==> src/rtl/apb_arb_master.sv <==
// Two-requester APB master with round-robin grant and a one-cycle response pulse.
// Optional ACCESS timeout enabled by defining APB_ARB_TIMEOUT_EN.
module apb_arb_master #(
  parameter int unsigned ADDR_W  = 32,
  parameter int unsigned DATA_W  = 32,
  parameter int unsigned TIMEOUT = 16
) (
  input  logic              Pclk,
  input  logic              Prst,
  input  logic              req0_valid,
  input  logic              req0_write,
  input  logic [ADDR_W-1:0] req0_addr,
  input  logic [DATA_W-1:0] req0_wdata,
  output logic              req0_ready,
  input  logic              req1_valid,
  input  logic              req1_write,
  input  logic [ADDR_W-1:0] req1_addr,
  input  logic [DATA_W-1:0] req1_wdata,
  output logic              req1_ready,
  output logic              rsp0_valid,
  output logic [DATA_W-1:0] rsp0_rdata,
  output logic              rsp0_err,
  output logic              rsp1_valid,
  output logic [DATA_W-1:0] rsp1_rdata,
  output logic              rsp1_err,
  output logic [ADDR_W-1:0] Paddr,
  output logic              Pselx,
  output logic              Penable,
  output logic              Pwrite,
  output logic [DATA_W-1:0] Pwdata,
  input  logic              Pready,
  input  logic              Pslverr,
  input  logic [DATA_W-1:0] Prdata
);

  typedef enum logic [1:0] {StIdle, StSetup, StAccess, StResp} state_e;

  state_e            state_q;
  logic              last_grant_q;
  logic              grant_q;
  logic              any_req;
  logic              gnt;
  logic              timeout;
  logic [DATA_W-1:0] acc_rdata;
  logic              acc_err;

`ifdef APB_ARB_TIMEOUT_EN
  localparam int unsigned CntW = $clog2(TIMEOUT);
  logic [CntW-1:0] cnt_q;
  assign timeout = (cnt_q == CntW'(TIMEOUT - 1));
`else
  logic unused_timeout;
  assign unused_timeout = ^TIMEOUT;
  assign timeout = 1'b0;
`endif

  always_comb begin
    any_req = req0_valid | req1_valid;
    // Contention goes to the port not granted last; a lone requester always wins.
    if (req0_valid && req1_valid) gnt = ~last_grant_q;
    else                          gnt = req1_valid;
    req0_ready = Prst && (state_q == StIdle) && any_req && !gnt;
    req1_ready = Prst && (state_q == StIdle) && any_req && gnt;
    acc_rdata  = (Pready && !Pwrite) ? Prdata : '0;
    acc_err    = Pready ? Pslverr : 1'b1;
  end

  always_ff @(posedge Pclk or negedge Prst) begin
    if (!Prst) begin
      state_q      <= StIdle;
      last_grant_q <= 1'b1;
      grant_q      <= 1'b0;
      Paddr        <= '0;
      Pselx        <= 1'b0;
      Penable      <= 1'b0;
      Pwrite       <= 1'b0;
      Pwdata       <= '0;
      rsp0_valid   <= 1'b0;
      rsp0_rdata   <= '0;
      rsp0_err     <= 1'b0;
      rsp1_valid   <= 1'b0;
      rsp1_rdata   <= '0;
      rsp1_err     <= 1'b0;
`ifdef APB_ARB_TIMEOUT_EN
      cnt_q        <= '0;
`endif
    end else begin
      unique case (state_q)
        StIdle: begin
          if (any_req) begin
            state_q      <= StSetup;
            grant_q      <= gnt;
            last_grant_q <= gnt;
            Pselx        <= 1'b1;
            Paddr        <= gnt ? req1_addr  : req0_addr;
            Pwrite       <= gnt ? req1_write : req0_write;
            Pwdata       <= gnt ? req1_wdata : req0_wdata;
          end
        end
        StSetup: begin
          state_q <= StAccess;
          Penable <= 1'b1;
`ifdef APB_ARB_TIMEOUT_EN
          cnt_q   <= '0;
`endif
        end
        StAccess: begin
`ifdef APB_ARB_TIMEOUT_EN
          cnt_q <= cnt_q + CntW'(1);
`endif
          if (Pready || timeout) begin
            state_q <= StResp;
            Pselx   <= 1'b0;
            Penable <= 1'b0;
            if (grant_q) begin
              rsp1_valid <= 1'b1;
              rsp1_rdata <= acc_rdata;
              rsp1_err   <= acc_err;
            end else begin
              rsp0_valid <= 1'b1;
              rsp0_rdata <= acc_rdata;
              rsp0_err   <= acc_err;
            end
          end
        end
        StResp: begin
          state_q    <= StIdle;
          rsp0_valid <= 1'b0;
          rsp1_valid <= 1'b0;
        end
        default: state_q <= StIdle;
      endcase
    end
  end

endmodule

==> config.mk <==
export PLATFORM = sky130hd
export DESIGN_NAME = apb_arb_master
export DESIGN_NICKNAME = d
export VERILOG_FILES = /design/src/rtl/apb_arb_master.sv
export SDC_FILE = /design/constraint.sdc
export NUM_CORES = 1
export LEC_CHECK = 0
export CAP_MARGIN = 20
export CELL_PAD_IN_SITES_DETAIL_PLACEMENT = 0
export CELL_PAD_IN_SITES_GLOBAL_PLACEMENT = 1
export CORE_AREA = 2 2 116 175
export CTS_BUF_LIST = sky130_fd_sc_hd__clkbuf_4
export CTS_CLUSTER_DIAMETER = 50
export DETAILED_ROUTE_END_ITERATION = 10
export DIE_AREA = 0 0 118 177
export PLACE_DENSITY = 0.95
export SYNTH_ARGS = -nofsm -noshare
export SYNTH_HDL_FRONTEND = slang
export SYNTH_SLANG_ARGS = --single-unit
==> constraint.sdc <==
create_clock -name Pclk -period 3.45 [get_ports Pclk]
set_input_delay 0.8625 -clock Pclk [delete_from_list [all_inputs] [get_ports Pclk]]
set_output_delay 0.8625 -clock Pclk [all_outputs]
set_load 0.03 [all_outputs]
==> impl_metrics.csv <==
group,metric,value,unit
setup_path,critical_path_class,"input pin to output pin",
setup_path,crit_chain,"clkdlybuf4s50_1 -> a21bo_2 -> and3_1 -> buf_4",
detailed_routing,drt_first_pass_iters,4,
placed_design,post-dp-hpwl,13360,µm
floorplanning,die_w,118,µm
power,p_seq_share,32.9,%
layout,fillers,1868,
timing,slew_headroom,52.87,%
cts,insertion_delay,0.54,ns
cts,clockBufferDepth,2,
timing,hold_viol,0,
cts,cts_root_buf,"clkbuf_4",
timing,setup_tns,0,ns
timing,fin_crit,2.907,ns
detailed_routing,ant_nets,0,
layout,fin_cells,1249,
power,p_sw,0.003638,W
synth,synth_fp_nets,864,
detailed_routing,drtIter0Drc,240,
detailed_routing,routedWlPerCell,14.80,µm
cts,cts_buffers,17,
flow_run,max_cap_violations,0,
layout,final_cell_mix,"clkdlybuf4s50_1 (301), nand2_1 (231), dfrtp_1 (138)",
setup_path,reg2reg_depth,6,
synth,synth_cell_types,27,
power,p_clk_share,11.7,%
timing,rsz0062_at_grt,"false",
synth,yosys.area.top_type_share,56.51,%
setup_path,cp-start-kind,"input pin",
outcome,status,"finished, final reports clean",
cts,post-cts-setup-buffers,0,
floorplanning,core,19470,µm²
synth,seq_area_frac_synth,56.94,%
layout,drive_gt1_share,5.567,%
timing,slew_violations,0,
detailed_routing,drc_errors,0,
global_route,grt_pass1_wl,29570,µm
setup_path,crit_required,2.59,ns
floorplanning,ios,305,
timing,fin_crit_sh,84.26,%
global_route,antenna_found_initial,1,
power,irDropWorstVdd,0.4693,mV
detailed_routing,wirelength,18480,µm
synth,postSynthAreaPerCell,8.869,µm²
cts,clkSinkCount,139,
timing,max_freq,0.3440,GHz
global_route,grt_usage,18.15,%
synth,ys_top_cells_by_area,"dfrtp_1 (57%), nand2_1 (14%), a31oi_1 (6.8%), o21ai_0 (5.7%), nor2_1 (4.1%)",
placed_design,preCtsSetupSlack,0.5387,ns
detailed_routing,num_vias,5668,
placed_design,place_congestion,0.7918,
layout,seqCellArea,3480,µm²
power,internal_power,0.004580,W
timing,setup_violations,0,
setup_path,path_max_fanout,7,
synth,syn-instance-count,689,
setup_path,reg2reg_slack,1.27,ns
timing,fin_ws,0.5431,ns
layout,multi_input_area,2364,µm²
setup_path,cp_slowest_cell,"clkdlybuf4s50_1",
cts,cts_resized,0,
power,p_per_area,855.8,nW/µm²
floorplanning,dieArea,20890,µm²
synth,synth-seq-cells,139,
timing,worst_slew_pin_slew,0.7070,ns
synth,yosys_warnings,0,
power,power.static_leakage,4.009,nW
layout,layout-area-overhead-vs-synth,57.15,%
layout,final_common_cell,"clkdlybuf4s50_1",
cts,htreeDepth,4,
power,combPwrFrac,55.4,%
floorplanning,fp-row-count,63,
synth,syn_area,6111,µm²
setup_path,regToRegEndpoint,"rsp0_rdata[16]",
floorplanning,start_util,31.39,%
placed_design,portBuffers,304,
cts,cts_tree,"built",
synth,yosysTopAreaCell,"dfrtp_1",
worst_hold_path,hp-class,"input pin to async pin",
detailed_routing,vias_per_cell,4.538,
power,p_sw_share,44.27,%
global_route,grt_max_degree,132,
floorplanning,die_h,177,µm
global_route,grt-ovfl-total,0,
cts,holdBufCountCts,0,
layout,fin_nets,1150,
setup_path,cp_data_arrival_time,2.04,ns
setup_path,slowest_delay,0.58,ns
global_route,grt_pass1_vias,5615,
timing,fin_skew,0.01716,ns
setup_path,endpoint_kind,"output pin",
placed_design,place_inst,1216,
setup_path,timing.rr.start,"state_q[0]",
cts,clkTransAtPathRegs,0.13,ns
==> metal layers <==
layer	GRT usage [%]	wire [µm]	vias to the layer above
li1	-	-	2832
met1	19.94	6930	2605
met2	32.63	9923	210
met3	6.250	1318	21
met4	6.124	308	0
met5	0	0	-
==> power groups by stage <==
stage | clock (W) | combinational, W | sequential [W]
after detailed placement | 0 | 0.00461 | 0.00275
after global placement | 0 | 0.00456 | 0.00271
after floorplan | 0 | 0.00136 | 0.00401
after global routing | 0.00107 | 0.00489 | 0.00280
final | 0.000961 | 0.00455 | 0.00271
after CTS | 0.00102 | 0.00461 | 0.00272
==> stage by stage <==
step | hold slack [ns] | power (W) | utilization [%] | area, µm²
2_1_floorplan | 0.5185 | 0.005371 | - | 6111
6_report | 0.1982 | 0.008218 | 49.32 | 9603
3_3_place_gp | 0.4608 | 0.007269 | 48.06 | 9356
5_1_grt | 0.1510 | 0.008766 | 49.32 | 9603
3_5_place_dp | 0.4686 | 0.007356 | 48.06 | 9356
4_1_cts | 0.1250 | 0.008347 | 49.31 | 9600
==> cell families (layout without fill, tap and decap cells) <==
family	Yosys count	in the layout	share of synthesized area, %
DFF	139	139	56.94
AOI/OAI and AO/OA	144	144	13.53
adders and majority gates	7	7	1.433
buffers and inverters	56	355	4.750
muxes	6	6	1.044
other	0	1	0
and+or+nand+nor	337	337	22.30
==> cell usage after synthesis <==
cell type and count:
a21oi_1 3, o2bb2ai_1 1, o31ai_1 1, a21boi_2 1, o311ai_0 1, mux2_2 3, nor2_1 67, buf_6 3
ha_1 7, nand3_1 1, nand2b_1 33, nand2_1 231, inv_1 5, nor2b_1 2, clkbuf_1 14, a21bo_1 1
dfrtp_1 138, nand3b_1 1, buf_1 2, buf_2 25, dfstp_2 1, mux2i_1 3, and3_1 2, o21a_1 1
o21ai_0 69, buf_4 7, a31oi_1 66
==> worst max path at each step <==
stage / start / end / slack, ns / cells after the start
2_1_floorplan: req1_valid / req0_ready / 0.88 / 4
3_3_place_gp: req1_valid / req0_ready / 0.54 / 4
3_5_place_dp: req1_valid / req0_ready / 0.54 / 4
4_1_cts: req1_valid / req0_ready / 0.54 / 4
5_1_grt: req1_valid / req0_ready / 0.48 / 4
6_report: req1_valid / req0_ready / 0.54 / 4
==> critical path, delay by kind of cell <==
kind            cells  cell delay (ns)
buf+inv             2             0.75
compound gates      1             0.26
simple gates        1             0.17
==> sequential cells by signal, indices dropped and copies added, names as in the netlist <==
signal	flops
state_q	2
Pwdata	32
last_grant_q	1
Penable	1
Pwrite	1
rsp1_valid	1
Paddr	32
Pselx	1
rsp1_err	1
rsp0_err	1
rsp0_valid	1
rsp0_rdata	32
grant_q	1
rsp1_rdata	32
==> cell type report <==
type | count | share of cell area (%)
Multi-Input combinational cell | 494 | 24.61
Inverter | 5 | 0.1954
Clock buffer | 22 | 1.720
Tap cell | 260 | 3.388
Timing Repair Buffer | 318 | 33.00
Sequential cell | 139 | 36.23
Antenna cell | 1 | 0.02606
Clock inverter | 10 | 0.8208
Power figures use the tool's default switching activity.
